**config.mk**
```make
export PLATFORM = sky130hd
export DESIGN_NAME = gb_hdma_controller
export DESIGN_NICKNAME = d
export VERILOG_FILES = /design/src/rtl/gb_hdma_pkg.sv /design/src/rtl/gb_hdma_controller.sv
export SDC_FILE = /design/constraint.sdc
export NUM_CORES = 1
export LEC_CHECK = 0
export CAP_MARGIN = 10
export CELL_PAD_IN_SITES_DETAIL_PLACEMENT = 0
export CELL_PAD_IN_SITES_GLOBAL_PLACEMENT = 1
export CORE_MARGIN = 4
export CORE_UTILIZATION = 38
export DETAILED_ROUTE_END_ITERATION = 12
export MAX_ROUTING_LAYER = met4
export PLACE_DENSITY_LB_ADDON = 0.1
export SLEW_MARGIN = 20
export SYNTH_ARGS = -nofsm -noshare
export SYNTH_HDL_FRONTEND = slang
export SYNTH_SLANG_ARGS = --single-unit
export TNS_END_PERCENT = 10
```
**constraint.sdc**
```tcl
create_clock -name clock -period 2.9 [get_ports clock]
set_clock_uncertainty 0.15 [all_clocks]
set_input_delay 0.58 -clock clock [delete_from_list [all_inputs] [get_ports clock]]
set_output_delay 0.58 -clock clock [all_outputs]
set_load 0.02 [all_outputs]
```
**src/rtl/gb_hdma_pkg.sv**
```systemverilog
`default_nettype none
// ----------------------------------------------------------------------------
// gb_hdma_pkg : shared state encoding and register offsets for the CGB VRAM DMA
// Revision    : 1.0
// ----------------------------------------------------------------------------
package gb_hdma_pkg;

  typedef enum logic [2:0] {
    IDLE    = 3'd0,
    WAIT_HB = 3'd1,
    RD_REQ  = 3'd2,
    WR_REQ  = 3'd3,
    BLK_END = 3'd4
  } hdma_state_t;

  localparam logic [7:0]  HDMA1     = 8'h51;
  localparam logic [7:0]  HDMA2     = 8'h52;
  localparam logic [7:0]  HDMA3     = 8'h53;
  localparam logic [7:0]  HDMA4     = 8'h54;
  localparam logic [7:0]  HDMA5     = 8'h55;
  localparam logic [15:0] VRAM_BASE = 16'h8000;

endpackage
`default_nettype wire

```
**src/rtl/gb_hdma_controller.sv**
```systemverilog
`default_nettype none
// ----------------------------------------------------------------------------
// gb_hdma_controller : FF51-FF55 register file and GDMA/HDMA byte mover into VRAM
// Revision           : 1.0
// ----------------------------------------------------------------------------
module gb_hdma_controller #(
  parameter int          BLOCK_BYTES = 16,
  parameter logic [15:0] VRAM_BASE   = 16'h8000
) (
  input  logic        clock,
  input  logic        rst,
  input  logic [15:0] addr_bus,
  input  logic [7:0]  data_in,
  input  logic        we,
  input  logic        cgb,
  input  logic        hblank,
  input  logic        lcd_on,
  output logic [7:0]  reg_data_out,
  output logic        reg_hit,
  output logic        cpu_stall,
  output logic        mem_req,
  output logic        mem_wr,
  output logic [15:0] mem_addr,
  output logic [7:0]  mem_wdata,
  input  logic [7:0]  mem_rdata,
  input  logic        mem_ack,
  output logic        active
);
  import gb_hdma_pkg::*;

  localparam int BLK_W = $clog2(BLOCK_BYTES);

  hdma_state_t state;
  logic [15:0] src;
  logic [12:0] dst;
  logic [6:0]  remaining;
  logic        mode;
  logic        done_flag;
  logic        cancel_pend;
  logic        hb_prev;
  logic [7:0]  byte_q;

  logic       io_page;
  logic       wr_en;
  logic       wr55;
  logic       cfg_ok;
  logic       cancel_wr;
  logic       hb_rise;
  logic       blk_last;

  assign io_page   = (addr_bus[15:8] == 8'hFF);
  assign reg_hit   = cgb && io_page && (addr_bus[7:0] >= HDMA1) && (addr_bus[7:0] <= HDMA5);
  assign wr_en     = we && cgb && io_page;
  assign wr55      = wr_en && (addr_bus[7:0] == HDMA5);
  assign cfg_ok    = (state == IDLE) || (state == WAIT_HB);
  assign cancel_wr = wr55 && mode && !data_in[7];
  assign hb_rise   = hblank && !hb_prev;
  assign blk_last  = &dst[BLK_W-1:0];

  assign reg_data_out = (reg_hit && addr_bus[7:0] == HDMA5) ? {done_flag, remaining} : 8'hFF;

  always_ff @(posedge clock or posedge rst) begin
    if (rst) begin
      state       <= IDLE;
      src         <= 16'hFFF0;
      dst         <= 13'h1FF0;
      remaining   <= 7'h7F;
      mode        <= 1'b0;
      done_flag   <= 1'b1;
      cancel_pend <= 1'b0;
      hb_prev     <= 1'b0;
      byte_q      <= 8'h00;
    end else begin
      hb_prev <= hblank;

      if (wr_en && cfg_ok) begin
        case (addr_bus[7:0])
          HDMA1:   src[15:8] <= data_in;
          HDMA2:   src[7:0]  <= {data_in[7:4], 4'h0};
          HDMA3:   dst[12:8] <= data_in[4:0];
          HDMA4:   dst[7:0]  <= {data_in[7:4], 4'h0};
          default: ;
        endcase
      end

      case (state)
        IDLE: begin
          if (wr55) begin
            remaining   <= data_in[6:0];
            mode        <= data_in[7];
            done_flag   <= 1'b0;
            cancel_pend <= 1'b0;
            state       <= data_in[7] ? WAIT_HB : RD_REQ;
          end
        end
        WAIT_HB: begin
          // Between blocks nothing is in flight, so a cancel lands at once.
          if (cancel_wr) begin
            done_flag <= 1'b1;
            state     <= IDLE;
          end else if (hb_rise || !lcd_on) begin
            state <= RD_REQ;
          end
        end
        RD_REQ: begin
          if (cancel_wr) cancel_pend <= 1'b1;
          if (mem_ack) begin
            byte_q <= mem_rdata;
            state  <= WR_REQ;
          end
        end
        WR_REQ: begin
          if (cancel_wr) cancel_pend <= 1'b1;
          if (mem_ack) begin
            src   <= src + 16'd1;
            dst   <= dst + 13'd1;
            state <= blk_last ? BLK_END : RD_REQ;
          end
        end
        BLK_END: begin
          // FF55 writes landing here are dropped; the block outcome wins.
          if (remaining == 7'd0 || dst == 13'd0 || cancel_pend) begin
            done_flag   <= 1'b1;
            remaining   <= 7'h7F;
            cancel_pend <= 1'b0;
            state       <= IDLE;
          end else begin
            remaining <= remaining - 7'd1;
            state     <= mode ? WAIT_HB : RD_REQ;
          end
        end
        default: state <= IDLE;
      endcase
    end
  end

  always_comb begin
    mem_req   = 1'b0;
    mem_wr    = 1'b0;
    mem_addr  = 16'h0000;
    mem_wdata = 8'h00;
    case (state)
      RD_REQ: begin
        mem_req  = 1'b1;
        mem_addr = src;
      end
      WR_REQ: begin
        mem_req   = 1'b1;
        mem_wr    = 1'b1;
        mem_addr  = VRAM_BASE | {3'b000, dst};
        mem_wdata = byte_q;
      end
      default: ;
    endcase
  end

  assign cpu_stall = (state == RD_REQ) || (state == WR_REQ) || (state == BLK_END);
  assign active    = (state != IDLE);

endmodule
`default_nettype wire

```
# After elaboration in Yosys (flattened, before gate mapping)
# Cells that the tools add are included.
dict set report op_classes {
  mux 34
  n_eq_ne 17
  add_sub_neg 3
  n_reduce_logical 35
  n_lt_le_gt_ge 2
}
# op count
set ops {}
lappend ops {{16-bit two-way mux} 3}
lappend ops {{8-bit by 7-bit equality test with 1-bit output (second input constant)} 5}
lappend ops {{8-bit two-way mux} 5}
lappend ops {{13-bit two-way mux} 3}
lappend ops {{16-bit one-hot mux with 2 select lines} 1}
lappend ops {{3-bit two-way mux} 6}
lappend ops {{16-bit by 1-bit adder with 16-bit output (second input constant)} 1}
lappend ops {{4-bit AND reduction} 4}
lappend ops {{3-bit one-hot mux with 5 select lines} 1}
lappend ops {{7-bit two-way mux} 2}
lappend ops {{7-bit one-hot mux with 2 select lines} 1}
lappend ops {{13-bit by 1-bit adder with 13-bit output (second input constant)} 1}
lappend ops {{13-bit zero test} 1}
lappend ops {{1-bit logical AND} 11}
lappend ops {{2-bit != test (second input constant)} 5}
lappend ops {{3-bit nonzero test} 3}
lappend ops {{8-bit equality test (second input constant)} 1}
lappend ops {{8-bit by 7-bit >= comparator with 1-bit output (second input constant)} 1}
lappend ops {{8-bit by 7-bit <= comparator with 1-bit output (second input constant)} 1}
lappend ops {{7-bit zero test} 1}
lappend ops {{7-bit by 1-bit subtractor with 7-bit output (second input constant)} 1}
lappend ops {{3-bit by 2-bit equality test with 1-bit output (second input constant)} 2}
lappend ops {{1-bit logical OR} 6}
lappend ops {{1-bit two-way mux} 6}
lappend ops {{other kinds (12)} 19}
dict set report totals {
  inputBits 39
  regBits 51
}

# Logic depth before layout (Yosys ltp)
# Gate-level depths: netlist (run 1).
dict set report logic_depth {
  depth_word 7
  mapped_depth 7
}

# Worst setup path after synthesis (run 1)
# OpenSTA, ideal clock, no wires.
dict set report synth_timing {
  path_kind {input port to output port}
  start {in addr_bus[3]}
  end {out reg_hit}
  setup_slack_ns -0.148
  n_path_buf 1
  stages 4
  t_required_ns 2.170
  arrival_ns 2.318
  cell_sequence {or4b_4 or4_4 buf_6 a211oi_1}
}
dict set report synth_between {
  elab_chain_cells 3
  word_cells_on_any_way 4
  cone_classes {order compare (2); reduce/logical (2)}
}
# item line
set synth_lines {}
lappend synth_lines {{start, declared} gb_hdma_controller.sv:12} ;# input logic [15:0] addr_bus,
lappend synth_lines {{8-bit by 7-bit >= comparator with 1-bit output} gb_hdma_controller.sv:52} ;# assign reg_hit = cgb && io_page && (addr_bus[7:0] >= HDMA1) && (addr_bus[7:0] <= HDMA5);
lappend synth_lines {{1-bit logical AND} gb_hdma_controller.sv:52}
lappend synth_lines {{1-bit logical AND (*)} gb_hdma_controller.sv:52}
lappend synth_lines {{end, declared} gb_hdma_controller.sv:19} ;# output logic reg_hit,
# Every way passes the cells marked *; elsewhere a longest branch is shown, timed or not.

# Final worst setup path (run 1)
dict set report layout_timing {
  start {in addr_bus[5]}
  end {out reg_data_out[4]}
}
dict set report layout_between {
  elab_chain_cells 5
  word_cells_on_any_way 7
  cone_classes {order compare (2); eq/ne (1); mux (1); reduce/logical (3)}
}
# item line
set layout_lines {}
lappend layout_lines {{8-bit by 7-bit >= comparator with 1-bit output} gb_hdma_controller.sv:52}
lappend layout_lines {{1-bit logical AND (2 in series)} gb_hdma_controller.sv:52}
lappend layout_lines {{1-bit logical AND (*)} gb_hdma_controller.sv:60} ;# assign reg_data_out = (reg_hit && addr_bus[7:0] == HDMA5) ? {done_flag, remaining} : 8'hFF;
lappend layout_lines {{8-bit two-way mux (*)} gb_hdma_controller.sv:60}
lappend layout_lines {{end, declared} gb_hdma_controller.sv:18} ;# output logic [7:0] reg_data_out,
# Marked as above.

==> impl_summary.md, run 1 <==
Flow run
The number of max-capacitance violations reported is 0.

Finish
The number of antenna diodes in the final layout is 0. Cells fill 53.7% of the core in the end. The final layout net count is 539.

The area taken by multi-input logic gates is 0.00198 mm2. The proportion of layout cells with a drive suffix above 1 is 24.9%. The finished layout holds 605 standard cells, fillers aside.

After filler insertion, the fill cell instance count of the layout stands at 855. Compared with the post-synthesis result, the final layout area differs by 38.3%. The area of all placed cells without fillers is 0.00466 mm2.

Across the whole layout, storage elements account for 0.00131 mm2.

Yosys
In the synthesized netlist, the number of instances is 389. Counting flops with an async set or reset pin after synthesis yields a share of 100%. The synthesized netlist devotes 1.48% of its cell area to adder and majority cells. Yosys attributes the largest share of cell area to dfstp_2 23%, dfrtp_1 16%, mux2i_1 4.5%, nor2_1 4.1%, a21oi_1 3.4%. The portion of the post-synthesis area used by sequential elements is 38.9%. The compound-gate portion of the synthesized area is 18.0%. The number of nets in the synthesized netlist is 432. The largest family of logic cells by synthesized area is simple AND/OR/NAND/NOR gates.

The area share of the largest cell type after synthesis is 22.6%. The count of flip-flops with a built-in enable after synthesis is 0. Yosys mapped the design onto 64 distinct sky130hd cell types.

The post-synthesis instance area is 0.00337 mm2. Summing the areas of all xor and xnor instances in the mapped netlist gives 1.30% of the synthesized area. The post-synthesis simple-gate area fraction is 28.5%. The most used flip-flop cell after synthesis is dfstp_2. The number of synthesis warnings is 0. Synthesis inferred 51 register bits. The portion of synthesized area spent on multiplexers is 7.57%.

Dividing the synthesized area by the synthesized cell count gives 8.67 um2. The largest area contributor in the synthesized netlist is dfstp_2.

Clock tree
The clock insertion delay at the later pin of the skew report is 0.30 ns. The clock root buffer master is clkbuf_8. After clock tree synthesis, the clock-pin slew on the worst setup and hold paths is 0.09 ns. TritonCTS built the clock tree. The clock sink count is 51. The H-tree was split into 2 levels. The number of hold-repair buffers added at the cts stage is 0.

The clock passes through at most 2 buffers. The CTS buffer count is 5.

Place
Once placement finished, the instance area stood at 0.00444 mm2. The placed wire-length estimate is 7980 um. After detailed placement, the design holds a cell count of 584. The count of buffers inserted at the top-level ports is 75. At the end of routability-driven placement, the weighted congestion stood at 0.866.

Status
The flow ran to the end, but the final reports show violations. The final reports fail on setup timing.

Worst setup path
The buffering stage count on the worst path with inverters included is 4. At the worst endpoint, the arrival time is 2.30 ns. In this run the worst path has a maximum fanout of 5.

The capturing element type of the critical path is a primary output. In this design, the stage delay of the slowest critical-path cell is 0.56 ns. The worst setup path is of the in -> out kind. The cell with the biggest individual delay on the critical path is or4b_4. The critical path goes through buf_6 > or4b_4 > nor4_4 > buf_4 > nand3b_1 > buf_6 > or2_4 > buf_6. The cell family contributing the most delay on the critical path is simple AND/OR/NAND/NOR gates. The required time at the worst-slack endpoint is 2.17 ns. The dominant cell type by count on the critical path is buf_6. The kind of launch point of the worst setup path is a primary input.

Global route
The first-pass GRT wire length is 16800 um. The overall global routing resource usage is 21.2%. The pin count of the biggest net entering global routing is 32.

The number of global-route vias before repair is 3213. After global routing the overflow that remains totals 0. The number of antenna violations at the first check in global routing came to 0.

STA
The transition time of the tightest slew-check pin is 0.527 ns. The top achievable clock speed is 0.330 GHz. Setup violations remaining at the end of the flow were counted as 7. Once routing completed, OpenROAD measured the worst setup slack at -0.130 ns.

The number of hold-slack violations in the final timing report is 0. After layout, the worst path uses 104% of the clock period. The max-slew violation count is 0.

The worst pin sits at a relative slew slack of 64.4%. The post-layout minimum cycle time is 3.03 ns. Setup repair after global routing could not meet its margin everywhere.

Floorplanning
The die is 102 um tall. The number of ports placed on the die boundary is 76. The number of placement rows is 34. The chip width is 102 um. For this configuration, the core starts out at a cell density of 38.9%.

The die area is 0.0104 mm2. The core region is 0.00868 mm2.

Route
The number of nets still failing antenna checks after routing is 0. Summed over all layers, the routed wires come to 10500 um. The number of remaining DRC errors is 0.

The detail-routed via count per cell is 5.61. Detailed routing inserted a total of 3396 vias. The length of the first detailed-routing pass in iterations is 5. The detailed router finished its first iteration with 186 violations. After detailed routing, the average wire length per cell comes to 17.4 um.

Power
The leakage power is 1.83 nW. In this run the power density over the cells is 481 mW/mm2. Across the VDD grid, the largest voltage drop is 0.336 mV.

Worst hold path
The path class of the tightest hold or removal check is reg -> reg.
## path summary, 6_finish.rpt
kind | from | to | slack [ns] | depth (start not counted)
min in group asynchronous | rst | src[2] | 0.48 | 2
worst max-delay path | addr_bus[5] | reg_data_out[4] | -0.13 | 8
max in group asynchronous | rst | dst[8] | 1.50 | 3
worst min-delay path | byte_q[3] | byte_q[3] | 0.36 | 1
worst max register to register | dst[0] | done_flag | 0.62 | 7
worst min register to register | byte_q[3] | byte_q[3] | 0.36 | 1
## per-stage QoR
stage	hold WS [ns]	setup WS (ns)	power (W)	TNS [ns]
6_report	0.361	-0.130	0.00224	-0.675
5_1_grt	0.382	-0.254	0.00241	-2.34
4_1_cts	0.364	-0.154	0.00226	-0.625
3_5_place_dp	0.341	-0.967	0.00184	-13.59
3_3_place_gp	0.331	-0.901	0.00182	-12.07
2_1_floorplan	0.323	0.0253	0.00147	0
## Yosys cell counts, types with 2 or more instances
| master | number |
|---|---|
| a221o_1 | 4 |
| nor2b_1 | 3 |
| a211oi_1 | 11 |
| dfrtp_1 | 22 |
| buf_1 | 2 |
| nand4_1 | 9 |
| o21ai_0 | 23 |
| nor4b_1 | 2 |
| nor2_1 | 37 |
| a211o_1 | 3 |
| clkbuf_1 | 17 |
| ha_1 | 4 |
| nand4b_1 | 3 |
| nand2b_1 | 4 |
| and3_1 | 17 |
| xnor2_1 | 2 |
| or2_2 | 5 |
| o31ai_1 | 2 |
| inv_1 | 14 |
| a22o_1 | 3 |
| dfstp_2 | 29 |
| a31oi_1 | 4 |
| nand3b_1 | 2 |
| mux2i_1 | 15 |
| xor2_1 | 3 |
| nor3_1 | 18 |
| nand2_1 | 30 |
| and2_1 | 3 |
| nand3_1 | 14 |
| a21oi_1 | 23 |
| o22ai_1 | 3 |
| nor4_1 | 9 |
| and4_1 | 3 |
| or3_1 | 6 |
| mux2_2 | 8 |
| nor3b_1 | 4 |
## cells by family (layout without fill, tap and decap cells)
kind of cell             count (synthesis)  count (layout)
flip-flops                              51              51
buffers and inverters                   36             144
adder cells (fa/ha/maj)                  4               4
AND/OR/NAND/NOR                        177             177
AO/OA/AOI/OAI                           92              92
multiplexers                            24              24
XOR/XNOR                                 5               5
## layout make-up
cell class                 count  area share, %
clock buffer                   5           1.48
multi-input combinational    302           42.5
timing repair buffer         121           23.4
sequential                    51           28.2
tap                          108           2.90
clock inverter                 3          0.403
inverter                      15           1.21
## state kept, by name, indices dropped and copies added, names as in the netlist
| name | cells |
|---|---|
| cancel_pend | 1 |
| done_flag | 1 |
| state | 3 |
| byte_q | 8 |
| dst | 13 |
| remaining | 7 |
| hb_prev | 1 |
| mode | 1 |
| src | 16 |
## worst reg2reg max path, cell delays in order (launching register included)
cell and delay, ns:
dfrtp_1 0.44, inv_1 0.08, ha_1 0.14, nor4b_1 0.45
nand3_1 0.28, and2_1 0.26, a22o_1 0.20, a22oi_1 0.20
## layout by cell type (no fill, tap or decap), types with 6 or more instances in the layout
master / synthesis / layout
nor4_1: 9 / 7
and3_1: 17 / 17
nor3_1: 18 / 18
a21oi_1: 23 / 23
dfrtp_1: 22 / 22
dlygate4sd2_1: 0 / 10
or3_1: 6 / 6
nand4_1: 9 / 9
inv_1: 14 / 13
buf_4: 0 / 43
clkdlybuf4s50_1: 0 / 50
o21ai_0: 23 / 21
nand2_1: 30 / 30
nor2_1: 37 / 37
mux2_2: 8 / 8
mux2i_1: 15 / 15
dfstp_2: 29 / 29
a211oi_1: 11 / 10
buf_6: 1 / 8
nand3_1: 14 / 14
## power breakdown
part | switching (W) | total (W) | internal, W
logic | 0.000487 | 0.000879 | 0.000392
registers | 0.000108 | 0.000945 | 0.000837
clock network | 0.000246 | 0.000417 | 0.000171
## repair_timing
action	CTS	global route
resized for setup	75	15
pin swaps	5	4
buffers inserted	11	2
endpoints found under the setup margin	17	34
## per-layer routing
| layer | up-vias | share of wire (%) | track usage (%) |
|---|---|---|---|
| met3 | 4 | 4.9 | 2.32 |
| met4 | 0 | 0.50 | 3.23 |
| met5 | - | 0 | - |
| li1 | 1669 | - | - |
| met1 | 1619 | 46 | 29.5 |
| met2 | 104 | 49 | 34.1 |
(Power assumes the default switching activity.)
==> run 2: changes to the inputs <==
CORE_MARGIN = not set   (was 4)
CTS_BUF_LIST = sky130_fd_sc_hd__clkbuf_8 sky130_fd_sc_hd__clkbuf_16   (was not set)
==> run 2 against run 1 <==
The flow still finishes with violations (setup timing). First-iteration DRC count down 3.2%. Register-to-register slack about the same. Worst setup slack improved by 0.090 ns. Combinational power down 0.8%. Routed wire length fell by 2.6%. Clock power is 22% higher. Core utilization about the same. Largest cell class unchanged. Largest power group unchanged. Highest routed layer unchanged.
==> impl_summary.md, run 2 (synthesized netlist as in run 1, its figures left out) <==
Status
The flow ran to the end, but the final reports show violations. The final reports fail on setup timing.

Clock tree
The cell sitting at the root of the clock tree is a clkbuf_8. The TritonCTS clock tree is built. The clock insertion delay at the later pin of the skew report is 0.32 ns. The maximum buffer depth of the clock tree is 2.

The clock sink count is 51. Buffers inserted during clock tree synthesis total 5. The total number of H-tree levels is 2. The clock-pin slew reported for the worst setup and hold paths after clock tree synthesis is 0.10 ns.

Floorplanning
The core area is 0.00864 mm2. The chip width is 96.2 um. The number of placement rows is 34.

The die area is 0.00925 mm2. 76 I/O pins were placed. The starting utilization of the core area is 39.0%.

The die height is 96.2 um.

STA
The period utilization is 101%. The tightest slew margin relative to the limit is 62.2%. The worst setup margin is -0.0408 ns. The transition time of the tightest slew-check pin is 0.559 ns. The number of hold-slack violations in the final timing report is 0. The max-slew violation count came to 0. Setup violations remaining at the end of the flow were counted as 4.

Setup repair after global routing could not meet its margin everywhere. The worst path in the final design needs a cycle of 2.94 ns, including I/O delays and setup. Based on the critical path, the design can be clocked at up to 0.340 GHz.

Global route
Global routing used 24.4% of the available tracks. For this run the aggregate overflow at the end of global routing stands at 0. The first global-routing pass estimated 16600 um of wire. The pin count of the biggest net entering global routing is 52. The number of global-route vias before repair is 3229. The number of antenna violations at the first check in global routing is 0.

Route
In this run, the number of DRC markers left after iteration 0 of detailed routing was 180. The via total after detailed routing is 3389. After detailed routing, the number of vias per cell comes to 5.61.

Summed over all layers, the routed wires come to 10300 um. The number of nets still failing antenna checks after routing is 0. The average routed wire per standard cell is 17.0 um. In the routed design, unresolved DRC markers number 0. The first detailed-routing pass took 4 iterations.

Finish
Summing all multi-input logic gate instances after layout gives 0.00197 mm2. The count of fill cells added during filler insertion is 840. The post-route netlist has 24.4% of its cells at a drive strength greater than 1.

The commonest non-fill, non-tap cell in the layout is clkdlybuf4s50_1. Across the whole layout, storage elements account for 0.00131 mm2. At the end of the flow, the number of nets in the layout was 538. The flip-flop count of the largest register after layout is 16.

The antenna diode instance count is 0. The finished layout holds 604 standard cells, fillers aside. Summing all non-filler instances in the final layout gives an area of 0.00464 mm2. The area overhead of the layout relative to synthesis is 37.7%.

The largest registers in the layout are src x16, dst x13, byte_q x8. The largest register by flop count is src. Leaving out fill and tap cells, the most frequent cells in the layout are 51 x clkdlybuf4s50_1, 44 x buf_4, 37 x nor2_1, 29 x nand2_1, 29 x dfstp_2.

Flow run
The number of max-capacitance violations reported is 0.

Place
The placed wire-length estimate is 7650 um. In this run the tool buffered the top-level ports with 75 buffer cells. The total instance count after detailed placement is 586. The final RePlAce weighted congestion is 0.857.

In this run the cell area measured after placement is 0.00445 mm2.

Worst hold path
The worst hold path belongs to the class reg -> reg.

Power
The leakage power is 1.81 nW. The total power divided by cell area is 502 mW/mm2. The peak supply drop is 0.245 mV. The total chip power is 0.00233 W.

Worst setup path
The buffering stage count on the worst path with inverters included is 4. STA puts the critical path data required time at 2.17 ns. The largest individual stage delay along the critical path comes from the cell or4b_4.

Walking the worst path, the cells encountered are buf_6 > or4b_4 > nor4_4 > buf_4 > nand3b_1 > buf_6 > or2_4 > buf_6. Broken down by cell family, the worst path's largest delay share belongs to simple AND/OR/NAND/NOR gates. In this run the worst path has a maximum fanout of 5. The dominant cell type by count on the critical path is buf_6. The worst setup path is captured at a primary output.

The kind of launch point of the worst setup path is a primary input. The kind of critical path is in -> out. The largest single stage delay on the critical path is 0.56 ns. The data arrival time of the critical path is 2.21 ns.
run 2: final timing paths:
kind                              endpoint        start  depth (start not counted)  slack, ns
hold / removal                   byte_q[1]    byte_q[1]                          1       0.36
setup / recovery           reg_data_out[3]  addr_bus[5]                          8      -0.04
min in group asynchronous           src[1]          rst                          3       0.46
hold reg to reg                  byte_q[1]    byte_q[1]                          1       0.36
setup reg to reg                   src[15]     state[0]                          8       0.61
max in group asynchronous          src[13]          rst                          3       1.84
run 2: metal layers:
metal | global-route usage (%) | routed length [um] | up-vias | share of wire, %
met2 | 41.1 | 5100 | 92 | 50
met5 | - | 0 | - | 0
met3 | 2.76 | 458 | 10 | 4.5
met4 | 4.85 | 102 | 0 | 0.99
li1 | - | - | 1654 | -
met1 | 31.7 | 4600 | 1633 | 45
run 2: worst register-to-register path: cells and delay by family (launching register included):
kind | cells | cell delay [ns]
simple gates | 4 | 0.79
flops | 1 | 0.38
compound gates | 1 | 0.21
buf+inv | 3 | 0.67
run 2: power by group:
| group | switching, W | internal (W) |
|---|---|---|
| Sequential | 0.000113 | 0.000837 |
| Clock | 0.000256 | 0.000255 |
| Combinational | 0.000481 | 0.000391 |
| Total | 0.000850 | 0.00148 |
run 2: area by class of cell:
| type | instances | share of cell area, % |
|---|---|---|
| multi-input combinational | 302 | 42.4 |
| inverter | 15 | 1.21 |
| sequential | 51 | 28.3 |
| clock buffer | 5 | 1.48 |
| timing repair buffer | 120 | 22.9 |
| clock inverter | 3 | 0.889 |
| tap | 108 | 2.91 |
run 2: what timing repair did:
item | CTS | global route
resized for setup | 71 | 14
pin swaps | 5 | 4
hold buffers | 0 | 0
setup endpoints to repair | 16 | 41
buffers inserted | 10 | 0
run 2: stage by stage:
step / hold WS, ns / setup slack [ns] / setup TNS (ns) / util, %
2_1_floorplan: 0.323 / 0.0253 / 0 / -
3_3_place_gp: 0.332 / -0.868 / -11.21 / 51.5
3_5_place_dp: 0.340 / -0.898 / -12.07 / 51.5
4_1_cts: 0.363 / -0.0286 / -0.0460 / 53.4
5_1_grt: 0.382 / -0.153 / -0.693 / 53.8
6_report: 0.358 / -0.0408 / -0.0993 / 53.8
